File: src/rtl/muldiv_seq_if.sv
// Handshake bundle between the execute-stage control and the iterative
// multiply/divide sequencer: request side (start/op/operands/flush) and
// response side (busy/done/result).
interface muldiv_seq_if #(
    parameter int XLEN = 32
);
    logic            start;
    logic [2:0]      op;
    logic [XLEN-1:0] a;
    logic [XLEN-1:0] b;
    logic            flush;
    logic            busy;
    logic            done;
    logic [XLEN-1:0] result;

    modport master (
        output start, op, a, b, flush,
        input  busy, done, result
    );

    modport slave (
        input  start, op, a, b, flush,
        output busy, done, result
    );
endinterface

File: src/rtl/muldiv_seq.sv
// Iterative RV32M multiply/divide sequencer. Operands are reduced to
// magnitudes on accept, one shift-add (multiply) or restoring-subtract
// (divide) step runs per cycle, and the sign is reapplied when the result
// is registered. Divide-by-zero and signed overflow use precomputed values.
module muldiv_seq #(
    parameter int XLEN      = 32,
    parameter bit FAST_SPEC = 1'b1
) (
    input  logic         clk,
    input  logic         rst_n,
    muldiv_seq_if.slave  bus
);
    localparam int              CW      = $clog2(XLEN);
    localparam logic [CW-1:0]   LAST    = CW'(XLEN - 1);
    localparam logic [XLEN-1:0] MIN_NEG = {1'b1, {(XLEN-1){1'b0}}};

    typedef enum logic [1:0] {IDLE, CALC, DONE} state_t;

    state_t            state, next_state;
    logic [2:0]        op_q;
    logic [XLEN-1:0]   opnd_q;
    logic [2*XLEN-1:0] prod_q;
    logic              neg_q;
    logic              special_q;
    logic [XLEN-1:0]   special_val_q;
    logic [CW-1:0]     cnt_q;
    logic              busy_q;
    logic              done_q;
    logic [XLEN-1:0]   result_q;

    logic              accept;
    logic              is_div_in;
    logic              neg_a_in, neg_b_in;
    logic [XLEN-1:0]   mag_a_in, mag_b_in;
    logic              div_zero_in, ovf_in, special_in, fast_in, neg_res_in;
    logic [XLEN-1:0]   special_val_in;
    logic [XLEN:0]     mul_sum, shifted, diff;
    logic [2*XLEN-1:0] prod_next, prod_signed;
    logic [XLEN-1:0]   div_sel, calc_result;

    assign bus.busy   = busy_q;
    assign bus.done   = done_q;
    assign bus.result = result_q;

    // Decode the incoming request and compute one iteration step plus the finished result.
    always_comb begin
        accept         = (state == IDLE) && bus.start && !bus.flush;
        is_div_in      = bus.op[2];
        neg_a_in       = bus.a[XLEN-1] && (bus.op == 3'b001 || bus.op == 3'b010 ||
                                           bus.op == 3'b100 || bus.op == 3'b110);
        neg_b_in       = bus.b[XLEN-1] && (bus.op == 3'b001 || bus.op == 3'b100 ||
                                           bus.op == 3'b110);
        mag_a_in       = neg_a_in ? -bus.a : bus.a;
        mag_b_in       = neg_b_in ? -bus.b : bus.b;
        div_zero_in    = is_div_in && (bus.b == '0);
        ovf_in         = is_div_in && !bus.op[0] && (bus.a == MIN_NEG) && (bus.b == '1);
        special_in     = div_zero_in || ovf_in;
        fast_in        = FAST_SPEC && special_in;
        neg_res_in     = (is_div_in && bus.op[1]) ? neg_a_in : (neg_a_in ^ neg_b_in);
        special_val_in = '0;
        if (div_zero_in) begin
            special_val_in = bus.op[1] ? bus.a : '1;
        end else if (ovf_in) begin
            special_val_in = bus.op[1] ? '0 : MIN_NEG;
        end

        mul_sum   = {1'b0, prod_q[2*XLEN-1:XLEN]} + (prod_q[0] ? {1'b0, opnd_q} : '0);
        shifted   = prod_q[2*XLEN-1:XLEN-1];
        diff      = shifted - {1'b0, opnd_q};
        prod_next = {mul_sum, prod_q[XLEN-1:1]};
        if (op_q[2]) begin
            prod_next = diff[XLEN] ? {shifted[XLEN-1:0], prod_q[XLEN-2:0], 1'b0}
                                   : {diff[XLEN-1:0],    prod_q[XLEN-2:0], 1'b1};
        end

        prod_signed = neg_q ? -prod_next : prod_next;
        div_sel     = op_q[1] ? prod_next[2*XLEN-1:XLEN] : prod_next[XLEN-1:0];
        if (special_q) begin
            calc_result = special_val_q;
        end else if (op_q[2]) begin
            calc_result = neg_q ? -div_sel : div_sel;
        end else if (op_q[1:0] == 2'b00) begin
            calc_result = prod_signed[XLEN-1:0];
        end else begin
            calc_result = prod_signed[2*XLEN-1:XLEN];
        end
    end

    // Sequencer state register.
    always_ff @(posedge clk or negedge rst_n) begin
        if (!rst_n) begin
            state <= IDLE;
        end else begin
            state <= next_state;
        end
    end

    // Next-state logic; flush always returns to IDLE and beats a same-cycle start.
    always_comb begin
        next_state = state;
        case (state)
            IDLE:    if (accept) next_state = fast_in ? DONE : CALC;
            CALC:    if (cnt_q == LAST) next_state = DONE;
            DONE:    next_state = IDLE;
            default: next_state = IDLE;
        endcase
        if (bus.flush) begin
            next_state = IDLE;
        end
    end

    // Operand capture, iteration datapath and registered outputs.
    always_ff @(posedge clk or negedge rst_n) begin
        if (!rst_n) begin
            op_q          <= '0;
            opnd_q        <= '0;
            prod_q        <= '0;
            neg_q         <= 1'b0;
            special_q     <= 1'b0;
            special_val_q <= '0;
            cnt_q         <= '0;
            busy_q        <= 1'b0;
            done_q        <= 1'b0;
            result_q      <= '0;
        end else begin
            busy_q <= (next_state != IDLE);
            done_q <= (next_state == DONE);
            if (accept) begin
                op_q          <= bus.op;
                opnd_q        <= is_div_in ? mag_b_in : mag_a_in;
                prod_q        <= {{XLEN{1'b0}}, (is_div_in ? mag_a_in : mag_b_in)};
                neg_q         <= neg_res_in;
                special_q     <= special_in;
                special_val_q <= special_val_in;
                cnt_q         <= '0;
                if (fast_in) begin
                    result_q <= special_val_in;
                end
            end else if (state == CALC && !bus.flush) begin
                prod_q <= prod_next;
                cnt_q  <= cnt_q + 1'b1;
                if (cnt_q == LAST) begin
                    result_q <= calc_result;
                end
            end
        end
    end
endmodule

File: src/flat_wrapper.sv
// flat-port wrapper written by rule: the top's interface ports become plain ports
module muldiv_seq_flat 
#(
    parameter int XLEN      = 32,
    parameter bit FAST_SPEC = 1'b1
)
  (clk, rst_n, bus_start, bus_op, bus_a, bus_b, bus_flush, bus_busy, bus_done, bus_result);
  muldiv_seq_if #(.XLEN(XLEN)) bus_i ();
  input  logic clk;
  input  logic rst_n;
  input wire logic [$bits(bus_i.start)-1:0] bus_start;
  input wire logic [$bits(bus_i.op)-1:0] bus_op;
  input wire logic [$bits(bus_i.a)-1:0] bus_a;
  input wire logic [$bits(bus_i.b)-1:0] bus_b;
  input wire logic [$bits(bus_i.flush)-1:0] bus_flush;
  output wire logic [$bits(bus_i.busy)-1:0] bus_busy;
  output wire logic [$bits(bus_i.done)-1:0] bus_done;
  output wire logic [$bits(bus_i.result)-1:0] bus_result;
  assign bus_i.start = bus_start;
  assign bus_i.op = bus_op;
  assign bus_i.a = bus_a;
  assign bus_i.b = bus_b;
  assign bus_i.flush = bus_flush;
  assign bus_busy = bus_i.busy;
  assign bus_done = bus_i.done;
  assign bus_result = bus_i.result;
  muldiv_seq #(.XLEN(XLEN), .FAST_SPEC(FAST_SPEC)) u_core (.clk(clk), .rst_n(rst_n), .bus(bus_i));
endmodule
File: config.mk
export PLATFORM = sky130hd
export DESIGN_NAME = muldiv_seq_flat
export DESIGN_NICKNAME = d
export VERILOG_FILES = /design/src/rtl/muldiv_seq_if.sv /design/src/rtl/muldiv_seq.sv /design/src/flat_wrapper.sv
export SDC_FILE = /design/constraint.sdc
export NUM_CORES = 1
export LEC_CHECK = 0
export ABC_CLOCK_PERIOD_IN_PS = 16700
export CORE_MARGIN = 1.5
export CORE_UTILIZATION = 42
export CTS_CLUSTER_SIZE = 24
export DETAILED_ROUTE_END_ITERATION = 10
export PLACE_DENSITY = 0.61
export SYNTH_ARGS = -nofsm -noshare
export SYNTH_HDL_FRONTEND = slang
export SYNTH_SLANG_ARGS = --single-unit
File: constraint.sdc
create_clock -name clk -period 16.7 [get_ports clk]
set_input_delay 3.34 -clock clk [delete_from_list [all_inputs] [get_ports clk]]
set_output_delay 3.34 -clock clk [all_outputs]
set_load 0.01 [all_outputs]
==> reports/qor.yml <==
status: "completed"
power_frac_seq: 0.172
ys_ff_latch: 174
ctsHtreeMaxLevel: 4
die_area_sq_um: 45580
cts_buffers: 17
core_area_sq_um: 43360
drive_gt1_frac: 0.05571
r2r_slack_ns: 9.78
skew_ns: 0.01969
grt_overflow: 0
fillers: 4474
async_flop_share: 1.000
port_buffers: 104
min_period_ns: 7.849
post_drt_wl_per_cell_um: 27.51
power_density_nw_per_um2: 182.6
yosysUniqueCellTypes: 101
path_delay_family: "simple AND/OR/NAND/NOR gates"
power_switching_mw: 2.163
dp.cells: 3066
nNetsFinal: 2644
die_h_um: 213.5
cts_buffer_depth: 2
globalplace.congestion: 1.012
synth_ff_type: "dfrtp_1"
synth_top_cell_by_area: "dfrtp_1"
dr_total_vias: 20420
final_hold_viol_count: 0
drc_errors: 0
start_kind: "primary input"
peakVddDrop_mv: 0.1235
dr.pass1.iters: 6
fin_cells: 3100
dpl-instance-area_sq_um: 19980
io_pins: 105
fin_setup_tns_ns: 0
drtIter0Drc: 2526
cts_tree: "done"
tightest_slew_ns: 1.353
syn_inst: 2514
hold_start: "u_core.special_val_q[23]$_DFFE_PN0P_"
worstPathRequired_ns: 17.05
leakage_nw: 8.351
hold_class: "register to register"
swShare: 0.5758
ys_seq_area_frac: 0.2340
synth_fp_nets: 2658
r2r_start: "u_core.prod_q[60]$_DFFE_PN0P_"
maxSlewViolCount: 0
combPwrFrac: 0.716
start_util: 0.4292
multi_input_area_sq_um: 13320
yosys.area.top_type_share: 0.2340
post_cts_buffers: 0
rsz0062_at_grt: "no"
grt_max_degree: 135
cts_resized: 0
path_cells: "clkdlybuf4s50_1, or4_1, nor3_1, nor2b_1, and4_1, nand4b_1, o21ai_0, nand2_1, and2_1, buf_4, clkinv_1, nand2_1, nor2_1, o21ai_0, a21oi_1, a221oi_1"
final_area_sq_um: 20570
vias_per_cell: 6.587
mappedNetlistArea_sq_um: 18610
dpl.hpwl_um: 66020
yosysWarningCount: 0
crit_type: "primary input to register"
p_int_mw: 1.594
syn2layout_area_growth_pct: 10.54
crit_path_start: "bus_b[6]"
row_count: 76
endpoint_kind: "register"
relSlewSlack: 0.08564
drt_wl_total_um: 85300
synthTopCellsByArea: "dfrtp_1, o21ai_0, a21oi_1"
path_clk_slew_ns: 0.08
antenna_found_initial: 7
grt_usage: 0.3743
die_w_um: 213.5
drtAntennaViolNets: 0
hold_slack_ns: 0.4809
cp.arrival_ns: 8.20
syn_area_per_cell_sq_um: 7.402
final-setup-viol-count: 0
grt_pass1_wl_um: 124500
clock_latency_ns: 0.51
fmax_ghz: 0.1274
power_frac_clock: 0.112
cts_root_buf: "clkbuf_16"
critPathMaxStageDelay_ns: 0.59
regArea_sq_um: 4360
ctsHoldBuffers: 0
synth_edf_count: 0
cp_num_buf_inv: 3
fin_crit_sh: 0.4700
cts.sinks: 174
cpMaxStageDelayCell: "or4_1"
grt_pass1_vias: 18769
maxCapViolations: 0
cp_max_fo: 38
[power groups by stage]
| stage | Clock [mW] | Combinational, mW | Sequential (mW) |
|---|---|---|---|
| after floorplan | 0 | 1.81 | 0.572 |
| after global placement | 0 | 2.58 | 0.643 |
| after detailed placement | 0 | 2.59 | 0.647 |
| after CTS | 0.426 | 2.61 | 0.639 |
| after global routing | 0.439 | 2.87 | 0.653 |
| final | 0.421 | 2.69 | 0.648 |
[synth_stat cells, drive strengths merged, types with 8 or more instances]
| cell type | instances |
|---|---|
| or2 | 13 |
| nor3 | 81 |
| dfrtp | 174 |
| nor4 | 24 |
| or3 | 17 |
| nor2 | 238 |
| nand4 | 37 |
| o221ai | 8 |
| o31ai | 41 |
| a22o | 33 |
| xor2 | 78 |
| inv | 71 |
| a21oi | 219 |
| nand2 | 290 |
| clkbuf | 127 |
| a211o | 9 |
| a22oi | 17 |
| buf | 42 |
| mux2 | 30 |
| a31oi | 26 |
| ha | 71 |
| a221oi | 30 |
| and2 | 51 |
| a211oi | 27 |
| a21o | 40 |
| nand3 | 48 |
| o21a | 18 |
| o21ai | 234 |
| mux2i | 57 |
| xnor2 | 92 |
| nor2b | 14 |
| o41ai | 13 |
| nand2b | 28 |
| o211ai | 38 |
| o2111ai | 8 |
| o311ai | 9 |
| a2111oi | 8 |
| and3 | 16 |
| or4 | 15 |
[per-stage QoR]
stage	utilization	total power, mW	setup WS (ns)
2_1_floorplan	-	2.385	10.27
3_3_place_gp	0.4609	3.222	8.654
3_5_place_dp	0.4609	3.240	8.496
4_1_cts	0.4743	3.674	9.023
5_1_grt	0.4743	3.958	8.612
6_report	0.4744	3.757	8.851
[placed cells by master, fill, tap and decap left out, types with 8 or more instances in the layout]
| cell type | n |
|---|---|
| ha_1 | 71 |
| nor4_1 | 24 |
| o21a_1 | 17 |
| a31oi_1 | 26 |
| o2111ai_1 | 8 |
| mux2_2 | 27 |
| nand2b_1 | 28 |
| a21o_1 | 40 |
| o41ai_1 | 13 |
| a21oi_1 | 218 |
| clkdlybuf4s50_1 | 102 |
| xor2_1 | 78 |
| dfrtp_1 | 171 |
| and3_1 | 16 |
| a221oi_1 | 30 |
| a22oi_1 | 17 |
| nand4_1 | 37 |
| xnor2_1 | 92 |
| o31ai_1 | 41 |
| nand2_1 | 289 |
| a22o_1 | 33 |
| nand3_1 | 48 |
| or3_1 | 16 |
| clkbuf_16 | 17 |
| or2_2 | 13 |
| mux2i_1 | 57 |
| a211o_1 | 9 |
| inv_1 | 70 |
| nor2_1 | 235 |
| or4_1 | 14 |
| o21ai_0 | 227 |
| and2_1 | 50 |
| buf_4 | 31 |
| a211oi_1 | 26 |
| o221ai_1 | 8 |
| nor2b_1 | 13 |
| nor3_1 | 81 |
| o211ai_1 | 36 |
[path summary, 6_finish.rpt]
| kind | end | depth (start not counted) |
|---|---|---|
| max reg2reg | u_core.bus.result[22]$_DFFE_PN0P_ | 21 |
| min | u_core.special_val_q[23]$_DFFE_PN0P_ | 1 |
| min in group asynchronous | u_core.opnd_q[23]$_DFFE_PN0P_ | 1 |
| max in group asynchronous | u_core.bus.result[15]$_DFFE_PN0P_ | 2 |
| max | u_core.bus.result[22]$_DFFE_PN0P_ | 16 |
| min reg2reg | u_core.special_val_q[23]$_DFFE_PN0P_ | 1 |
[registers in the layout, summed over array words and instances (netlist names)]
signal,flops
u_core.prod_q,64
u_core.bus.result,32
u_core.opnd_q,32
u_core.special_val_q,32
u_core.cnt_q,5
u_core.op_q,3
u_core.state,2
u_core.bus.busy,1
u_core.bus.done,1
u_core.neg_q,1
u_core.special_q,1
[kinds of logic after synthesis]
| logic type | Yosys count | synth area share |
|---|---|---|
| adder cells (fa/ha/maj) | 73 | 0.04989 |
| XOR/XNOR | 170 | 0.08001 |
| multiplexers | 87 | 0.04922 |
| AO/OA/AOI/OAI | 863 | 0.3048 |
| flip-flops | 174 | 0.2340 |
| AND/OR/NAND/NOR | 903 | 0.2301 |
| buffers and inverters | 244 | 0.05197 |
[final cells by class]
class,count,area share
inverter,75,0.01369
clock buffer,18,0.02135
multi-input combinational,2096,0.6474
timing repair buffer,136,0.06283
antenna,2,0.0002433
clock inverter,14,0.006934
sequential,174,0.2120
tap,585,0.03558
[routing by layer]
| metal | up-vias | global-route usage | wire length, um |
|---|---|---|---|
| li1 | 9228 | - | - |
| met1 | 9906 | 0.4945 | 34980 |
| met2 | 1097 | 0.5722 | 37250 |
| met3 | 187 | 0.08026 | 8198 |
| met4 | 2 | 0.1982 | 4854 |
| met5 | - | 0 | 13 |
No activity file was read; power rests on OpenSTA's default activity.
